--- src/rtl/ws2812_pkg.sv ---
// Shared WS2812 timing defaults (27 MHz system clock), word width and controller states.
package ws2812_pkg;

  localparam int GRB_W      = 24;
  localparam int T0H_27M    = 11;
  localparam int T1H_27M    = 22;
  localparam int TBIT_27M   = 33;
  localparam int TRESET_27M = 2048;

  typedef enum logic [1:0] {IDLE, LOAD, SEND, LATCH} state_t;

endpackage

--- src/rtl/ws2812_serializer.sv ---
// Shifts one 24-bit GRB word out MSB-first with WS2812 pulse-width coding.
// dout is registered, so the line lags the internal bit phase by one cycle.
module ws2812_serializer
  import ws2812_pkg::*;
#(
  parameter int T0H  = T0H_27M,
  parameter int T1H  = T1H_27M,
  parameter int TBIT = TBIT_27M
) (
  input  logic             clk,
  input  logic             rst_n,
  input  logic             load,
  input  logic [GRB_W-1:0] grb,
  output logic             dout,
  output logic             word_last
);

  localparam int PW = (TBIT > 1) ? $clog2(TBIT) : 1;
  localparam logic [PW-1:0] PH_LAST = PW'(TBIT - 1);

  logic [GRB_W-1:0] shreg;
  logic [PW-1:0]    phase;
  logic [4:0]       bit_cnt;
  logic             active;
  logic [PW-1:0]    high_len;

  assign high_len  = shreg[GRB_W-1] ? PW'(T1H) : PW'(T0H);
  assign word_last = active && (bit_cnt == 5'd0) && (phase == PH_LAST);

  // A load in the final cycle of bit 0 restarts the phase seamlessly for the next word.
  always_ff @(posedge clk or negedge rst_n) begin
    if (!rst_n) begin
      shreg   <= '0;
      phase   <= '0;
      bit_cnt <= '0;
      active  <= 1'b0;
      dout    <= 1'b0;
    end else begin
      dout <= active && (phase < high_len);
      if (load) begin
        shreg   <= grb;
        bit_cnt <= 5'(GRB_W - 1);
        phase   <= '0;
        active  <= 1'b1;
      end else if (active) begin
        if (phase == PH_LAST) begin
          phase <= '0;
          shreg <= {shreg[GRB_W-2:0], 1'b0};
          if (bit_cnt == 5'd0) active <= 1'b0;
          else bit_cnt <= bit_cnt - 5'd1;
        end else begin
          phase <= phase + 1'b1;
        end
      end
    end
  end

endmodule

--- src/rtl/ws2812_chain_ctrl.sv ---
// WS2812 chain frame controller: pixel register file, refresh scheduling and latch gap.
// Pixels are sampled at load time, so writes to not-yet-loaded pixels show up in the current frame.
module ws2812_chain_ctrl
  import ws2812_pkg::*;
#(
  parameter  int NUM_LEDS = 8,
  parameter  int T0H      = T0H_27M,
  parameter  int T1H      = T1H_27M,
  parameter  int TBIT     = TBIT_27M,
  parameter  int TRESET   = TRESET_27M,
  localparam int AW       = (NUM_LEDS > 1) ? $clog2(NUM_LEDS) : 1
) (
  input  logic             clk,
  input  logic             rst_n,
  input  logic             wr_en,
  input  logic [AW-1:0]    wr_addr,
  input  logic [GRB_W-1:0] wr_grb,
  input  logic             refresh_req,
  input  logic             auto_refresh,
  output logic             busy,
  output logic             frame_done,
  output logic             WS2812
);

  localparam int GW = (TRESET > 1) ? $clog2(TRESET) : 1;
  localparam logic [GW-1:0] GAP_LAST = GW'(TRESET - 1);
  localparam logic [AW-1:0] IDX_LAST = AW'(NUM_LEDS - 1);

  state_t           state, state_nx;
  logic [GRB_W-1:0] pix [NUM_LEDS];
  logic [AW-1:0]    idx, idx_nx, ld_idx;
  logic [GW-1:0]    gap, gap_nx;
  logic             pending, pending_nx;
  logic             load, word_last;
  logic [GRB_W-1:0] load_grb;

  assign busy     = (state != IDLE);
  assign load_grb = pix[ld_idx];

  always_ff @(posedge clk or negedge rst_n) begin
    if (!rst_n) begin
      for (int i = 0; i < NUM_LEDS; i++) pix[i] <= '0;
    end else if (wr_en && (int'(wr_addr) < NUM_LEDS)) begin
      pix[wr_addr] <= wr_grb;
    end
  end

  always_ff @(posedge clk or negedge rst_n) begin
    if (!rst_n) begin
      state      <= LATCH;
      idx        <= '0;
      gap        <= '0;
      pending    <= 1'b0;
      frame_done <= 1'b0;
    end else begin
      state      <= state_nx;
      idx        <= idx_nx;
      gap        <= gap_nx;
      pending    <= pending_nx;
      frame_done <= (state == LATCH) && (gap == GAP_LAST);
    end
  end

  // A request arriving in the final latch cycle joins the frame that is about to start.
  always_comb begin
    state_nx   = state;
    idx_nx     = idx;
    gap_nx     = gap;
    pending_nx = pending;
    load       = 1'b0;
    ld_idx     = idx;
    if (state != IDLE && refresh_req) pending_nx = 1'b1;
    case (state)
      IDLE: begin
        if (refresh_req || auto_refresh) begin
          state_nx = LOAD;
          idx_nx   = '0;
        end
      end
      LOAD: begin
        load     = 1'b1;
        ld_idx   = '0;
        state_nx = SEND;
      end
      SEND: begin
        if (word_last) begin
          if (idx == IDX_LAST) begin
            state_nx = LATCH;
            gap_nx   = '0;
          end else begin
            load   = 1'b1;
            ld_idx = idx + 1'b1;
            idx_nx = idx + 1'b1;
          end
        end
      end
      LATCH: begin
        if (gap == GAP_LAST) begin
          gap_nx = '0;
          if (pending || refresh_req || auto_refresh) begin
            state_nx   = LOAD;
            idx_nx     = '0;
            pending_nx = 1'b0;
          end else begin
            state_nx = IDLE;
          end
        end else begin
          gap_nx = gap + 1'b1;
        end
      end
      default: state_nx = IDLE;
    endcase
  end

  ws2812_serializer #(
    .T0H  (T0H),
    .T1H  (T1H),
    .TBIT (TBIT)
  ) u_ser (
    .clk       (clk),
    .rst_n     (rst_n),
    .load      (load),
    .grb       (load_grb),
    .dout      (WS2812),
    .word_last (word_last)
  );

endmodule

--- config.mk ---
export PLATFORM = sky130hd
export DESIGN_NAME = ws2812_chain_ctrl
export DESIGN_NICKNAME = d
export VERILOG_FILES = /design/src/rtl/ws2812_pkg.sv /design/src/rtl/ws2812_serializer.sv /design/src/rtl/ws2812_chain_ctrl.sv
export SDC_FILE = /design/constraint.sdc
export NUM_CORES = 1
export LEC_CHECK = 0
export BUFFER_PORTS_ARGS = -buffer_cell sky130_fd_sc_hd__buf_2
export CORE_UTILIZATION = 36
export DETAILED_ROUTE_END_ITERATION = 12
export PLACE_DENSITY = 0.53
export SLEW_MARGIN = 20
export SYNTH_ARGS = -nofsm -noshare
export SYNTH_HDL_FRONTEND = slang
export SYNTH_SLANG_ARGS = --single-unit
--- constraint.sdc ---
create_clock -name clk -period 3.1 [get_ports clk]
set_clock_uncertainty 0.15 [all_clocks]
set_input_delay 0.62 -clock clk [delete_from_list [all_inputs] [get_ports clk]]
set_output_delay 0.62 -clock clk [all_outputs]
set_load 0.01 [all_outputs]
==> Word-level counts from Yosys, hierarchy flattened <==
Cells that the tools add are included.
{ "word_totals": {"latchBits": 0, "rom_bits": 0, "memories": 0, "elab_cells": 106, "mem_bits_rw": 0, "register_bits": 247, "inputBits": 32, "out_inout_bits": 3} }
{ "op_classes": {"n_mux": 45, "n_div": 0, "addsub": 4, "mul": 0, "shift": 0, "bitwise_logic": 2, "n_eq_ne": 12, "magnitude_cmp": 4, "reduce_logical": 21} }
{ "ops": {"columns": ["op", "count"], "rows": [
  ["192-bit bitwise mux", 1],
  ["24-bit two-way mux", 6],
  ["24-bit binary-select mux with 3-bit select", 1],
  ["24-bit demux with 3-bit select", 1],
  ["11-bit two-way mux", 3],
  ["5-bit two-way mux", 5],
  ["11-bit one-hot mux with 2 select lines", 1],
  ["6-bit two-way mux", 3],
  ["3-bit two-way mux", 5],
  ["11-bit by 1-bit adder with 11-bit output, second input constant", 1],
  ["11-bit == test, second input constant", 1],
  ["1-bit two-way mux", 11],
  ["3-bit one-hot mux with 3 select lines", 1],
  ["4-bit >= comparator, second input constant", 2],
  ["2-bit two-way mux", 4],
  ["3-bit NOT with 4-bit output", 2],
  ["2-bit one-hot mux with 4 select lines", 1],
  ["4-bit AND reduction", 2],
  ["2-bit nonzero test", 4],
  ["6-bit by 1-bit adder with 6-bit output, second input constant", 1],
  ["6-bit == test, second input constant", 1],
  ["1-bit logical AND", 6],
  ["6-bit less-than comparator", 1],
  ["2-bit by 1-bit inequality test with 1-bit output, second input constant", 3],
  ["other kinds (15)", 21]
]} }

==> Longest topological paths before layout <==
{ "logic_depth": {"word_depth": 10, "mapped_depth": 11, "depth_no_buf": 8} }

==> By module <==
A second synthesis with hierarchy kept.
{ "unflattened": {"cells_unflattened": 1213, "area_unflattened_um2": 13249.0} }
{ "by_module_without_submodules": {"columns": ["mod", "n_inst", "area_each_um2", "seq_area_each_um2", "cells_each"], "rows": [
  ["ws2812_chain_ctrl", 1, 11343.4, 5257.5, 1008],
  ["ws2812_serializer", 1, 1905.6, 925.9, 205]
]} }

==> Worst setup path before layout <==
Ideal clock, no wire load.
{ "synth_timing": {"kind": "reg2reg", "from": "register state[0]", "to": "register u_ser.shreg[1]", "path_slack_ns": 0.308, "path_stages_with_launch": 12, "synth_period_minus_slack_ns": 2.792, "n_path_buf": 3, "arrival_ns": 2.578, "setup_ns": 0.064, "required_ns": 2.886, "path_cell_list": "dfstp_2 inv_1 ha_1 buf_2 mux2i_1 clkbuf_1 clkbuf_1 a32o_1 a221oi_2 mux2_2 o22ai_1 a21o_1"} }
{ "synth_between": {"elab_chain_cells": 7, "elab_cells_between_ends": 12, "classes_between": "2 x eq/ne; 6 x mux; 1 x bitwise; 3 x reduce/logical"} }
{ "synth_rtl": {"columns": ["element", "line", "rtl"], "rows": [
  ["from (decl)", "ws2812_chain_ctrl.sv:29", "state_t state, state_nx;"],
  ["from (signal assigned)", "ws2812_chain_ctrl.sv:56", "state <= state_nx;"],
  ["2-bit == test or 2-bit by 1-bit == test with 1-bit output (tied branches)", "ws2812_chain_ctrl.sv:73", "case (state)"],
  ["3-bit one-hot mux with 2 select lines", "ws2812_chain_ctrl.sv:73", null],
  ["3-bit NOT with 4-bit output (not written as such)", "ws2812_chain_ctrl.sv:38", "assign load_grb = pix[ld_idx];"],
  ["24-bit binary-select mux with 3-bit select", "ws2812_chain_ctrl.sv:38", null],
  ["24-bit two-way mux (not written as such) (2 in series)", "ws2812_chain_ctrl.sv:38", null],
  ["24-bit two-way mux", "ws2812_serializer.sv:40", "if (load) begin"],
  ["to (signal assigned)", "ws2812_serializer.sv:41", "shreg <= grb;"],
  ["to (signal assigned)", "ws2812_serializer.sv:48", "shreg <= {shreg[GRB_W-2:0], 1'b0};"],
  ["to (decl)", "ws2812_serializer.sv:21", "logic [GRB_W-1:0] shreg;"]
]} }
Several ways; a longest one is shown, not always the timed one. The select of a mux whose other input is x is not followed.
A chain may end at the register's enable or synchronous reset.

==> Worst setup path in the final report <==
{ "layout_timing": {"from": "register u_ser.bit_cnt[0]", "to": "register state[0]"} }
{ "layout_between": {"elab_chain_cells": 5} }
{ "layout_rtl": {"columns": ["element", "line", "rtl"], "rows": [
  ["from (decl)", "ws2812_serializer.sv:23", "logic [4:0] bit_cnt;"],
  ["from (signal assigned)", "ws2812_serializer.sv:42", "bit_cnt <= 5'(GRB_W - 1);"],
  ["from (signal assigned)", "ws2812_serializer.sv:50", "else bit_cnt <= bit_cnt - 5'd1;"],
  ["5-bit zero test", "ws2812_serializer.sv:28", "assign word_last = active && (bit_cnt == 5'd0) && (phase == PH_LAST);"],
  ["1-bit logical AND (2 in series)", "ws2812_serializer.sv:28", null],
  ["2-bit by 1-bit inequality test with 1-bit output (no source line)", null, null],
  ["4-bit AND reduction (no source line)", null, null]
]} }
No other way between the ends.

==> results.json <==
{
  "period_needed_ns": 2.90,
  "ys_seq_area_share_pct": 49.7,
  "core_sq_um": 33800,
  "ys_top_cells_by_area": "dfrtp_1, mux2_2, a32o_1",
  "cp_max_fo": 5,
  "drtAntennaViolNets": 0,
  "numCtsBuffers": 28,
  "relSlewSlack_pct": 56.6,
  "drive_gt1_share_pct": 34.1,
  "fin_ws_ns": 0.201,
  "die_area_sq_um": 35300,
  "io_pins": 35,
  "final_common_cell": "dfrtp_1",
  "grt_pass1_vias": 8990,
  "grt_max_degree": 77,
  "synth_cell_types": 66,
  "fmax_ghz": 0.345,
  "postSynthAreaPerCell_sq_um": 12.1,
  "syn_to_final_growth_pct": 16.0,
  "start_util_pct": 36.8,
  "worstSetupPathType": "register to register",
  "htreeDepth": 1,
  "arrival_ns": 3.22,
  "combPwrFrac_pct": 29.4,
  "multiInputGateArea_sq_um": 5920,
  "synth-edff-count": 0,
  "switchingPower_w": 0.00352,
  "netlist_instances": 1027,
  "setup_tns_ns": 0,
  "grt-ovfl-total": 0,
  "fp-row-count": 67,
  "clk_latency_ns": 0.56,
  "drv_slew": 0,
  "cap_violations": 0,
  "worst_slew_pin_slew_ns": 0.644,
  "clockPowerShare_pct": 30.5,
  "nets": 1108,
  "cts-root-buf": "clkbuf_16",
  "p_int_w": 0.00765,
  "avgRoutedWirePerCell_um": 20.7,
  "post-synth-top-area-cell": "dfrtp_1",
  "hold_viol": 0,
  "setup_viol_count_final": 0,
  "startpoint_type": "register",
  "num_antenna_cells": 0,
  "port_buffers": 34,
  "cts.sinks": 247,
  "drc": 0,
  "asyncSetResetFlopFracSynth_pct": 100,
  "netlist_area_sq_um": 12400,
  "ys_ff_latch": 247,
  "worstHoldPathType": "primary input to register",
  "dr.pass1.iters": 5,
  "timing.final.crit_share_pct": 93.5,
  "gp_congestion": 0.767,
  "clk_pin_slew_ns": 0.06,
  "peakVddDrop_mv": 0.477,
  "via_count": 8835,
  "power.leakage_nw": 5.95,
  "track_usage_pct": 18.2,
  "outcome": "finished clean",
  "dieWidth_um": 188,
  "dieHeight_um": 188,
  "p_per_area_nw_per_um2": 774,
  "fillers": 3209,
  "tritoncts": "yes",
  "via_per_inst": 5.77,
  "endpoint_kind": "register",
  "synth.net_count": 1073,
  "synth_top_area_share_pct": 49.3,
  "final_cell_mix": "dfrtp_1, mux2_2, nand2_1",
  "netSwitchingFraction_pct": 31.5,
  "ys_warn_count": 0,
  "cts_max_path_buffers": 3,
  "grt_pass1_wl_mm": 51.4,
  "dpl.hpwl_mm": 18.9,
  "antenna_found_initial": 1,
  "rsz0062_at_grt": "false",
  "cp.required_ns": 3.42,
  "initialDrtViolationCount": 508,
  "wl_mm": 31.7,
  "ys.flop_type": "dfrtp_1",
  "seqCellArea_sq_um": 6180,
  "dp_slack_ns": 0.134,
  "seqPwrFrac_pct": 40.2,
  "cts_setup_buffers": 0
}
[worst max-delay path, cell delays in order (launching register included)]
cell and delay (ns):
dfrtp_1 0.38, inv_1 0.11, ha_1 0.17, or4b_1 0.62
buf_4 0.22, nor4_1 0.29, nand2_1 0.11, a211oi_1 0.45
o21ai_0 0.16, o21ai_0 0.18
[registers in the layout, summed over array words and instances, names as in the netlist]
signal and count:
u_ser.dout 1, pending 1, u_ser.phase 6, frame_done 1, u_ser.bit_cnt 5, gap 11, state 2, idx 3
u_ser.shreg 24, pix 192, u_ser.active 1
[per-stage QoR]
step                cell area [sq um]  cells  utilization, %  hold WS, ns  total power (W)
global placement                13500   1479            39.8        0.329          0.00775
floorplan                       12400   1027               -        0.174          0.00667
finish                          14400   1531            42.7        0.219           0.0112
global route                    14400   1531            42.7        0.217           0.0118
detailed placement              13500   1479            39.8        0.337          0.00783
CTS                             14400   1531            42.7        0.199           0.0113
[per-layer routing]
layer | wire length, um | GRT usage [%] | vias to the layer above
met5 | 14 | 0 | -
met4 | 546 | 4.00 | 2
met3 | 1190 | 2.60 | 44
met2 | 15200 | 30.6 | 176
met1 | 14700 | 24.9 | 4592
li1 | - | - | 4021
[cell type report]
type | count | share of cell area, %
Clock buffer | 41 | 5.54
Clock inverter | 10 | 1.08
Inverter | 10 | 0.260
Multi-Input combinational cell | 687 | 41.0
Sequential cell | 247 | 42.9
Tap cell | 448 | 3.89
Timing Repair Buffer | 88 | 5.29
[cells by family (layout without fill, tap and decap cells)]
group / after synthesis / in the layout / synth area share, %
compound gates: 284 / 284 / 17.5
xor+xnor: 7 / 7 / 0.493
fa+ha+maj: 14 / 14 / 1.41
buf+inv: 93 / 149 / 3.34
flops: 247 / 247 / 49.7
mux: 238 / 238 / 21.4
simple gates: 144 / 144 / 6.14
[path summary, 6_finish.rpt]
path                                   from  endpoint  slack, ns  cells after the start
max                        u_ser.bit_cnt[0]  state[0]       0.20                      9
min                             refresh_req   pending       0.22                      3
max reg2reg                u_ser.bit_cnt[0]  state[0]       0.20                      9
min reg2reg                        pix[161]  pix[161]       0.35                      1
max in group asynchronous             rst_n  pix[183]       1.53                      3
min in group asynchronous             rst_n   pix[91]       0.50                      2
[cells in the mapped netlist, types with 5 or more instances]
cell,count
dfrtp_1,245
mux2_2,212
nand2_1,64
clkbuf_1,60
o21ai_0,45
a32o_1,43
a221oi_1,40
a211oi_1,25
a31oi_1,25
mux2i_1,25
a21boi_1,21
a21o_1,21
o22ai_1,19
buf_2,14
ha_1,14
nand2b_1,12
nor2_1,11
inv_1,10
nand3_1,10
a21oi_1,9
and3_1,7
nor3_1,7
buf_6,5
nor2b_1,5
[power by group through the flow]
stage / clock (W) / combinational (W) / sequential (W)
final: 0.00340 / 0.00328 / 0.00448
after global placement: 0 / 0.00323 / 0.00451
after detailed placement: 0 / 0.00329 / 0.00454
after floorplan: 0 / 0.00228 / 0.00439
after global routing: 0.00364 / 0.00362 / 0.00458
after CTS: 0.00350 / 0.00332 / 0.00448
[repair_timing]
action	in CTS	in global routing
hold endpoints to repair	70	0
resized for setup	0	1
hold buffers	1	0
setup endpoints to repair	0	13
No activity file was read; power rests on OpenSTA's default activity.
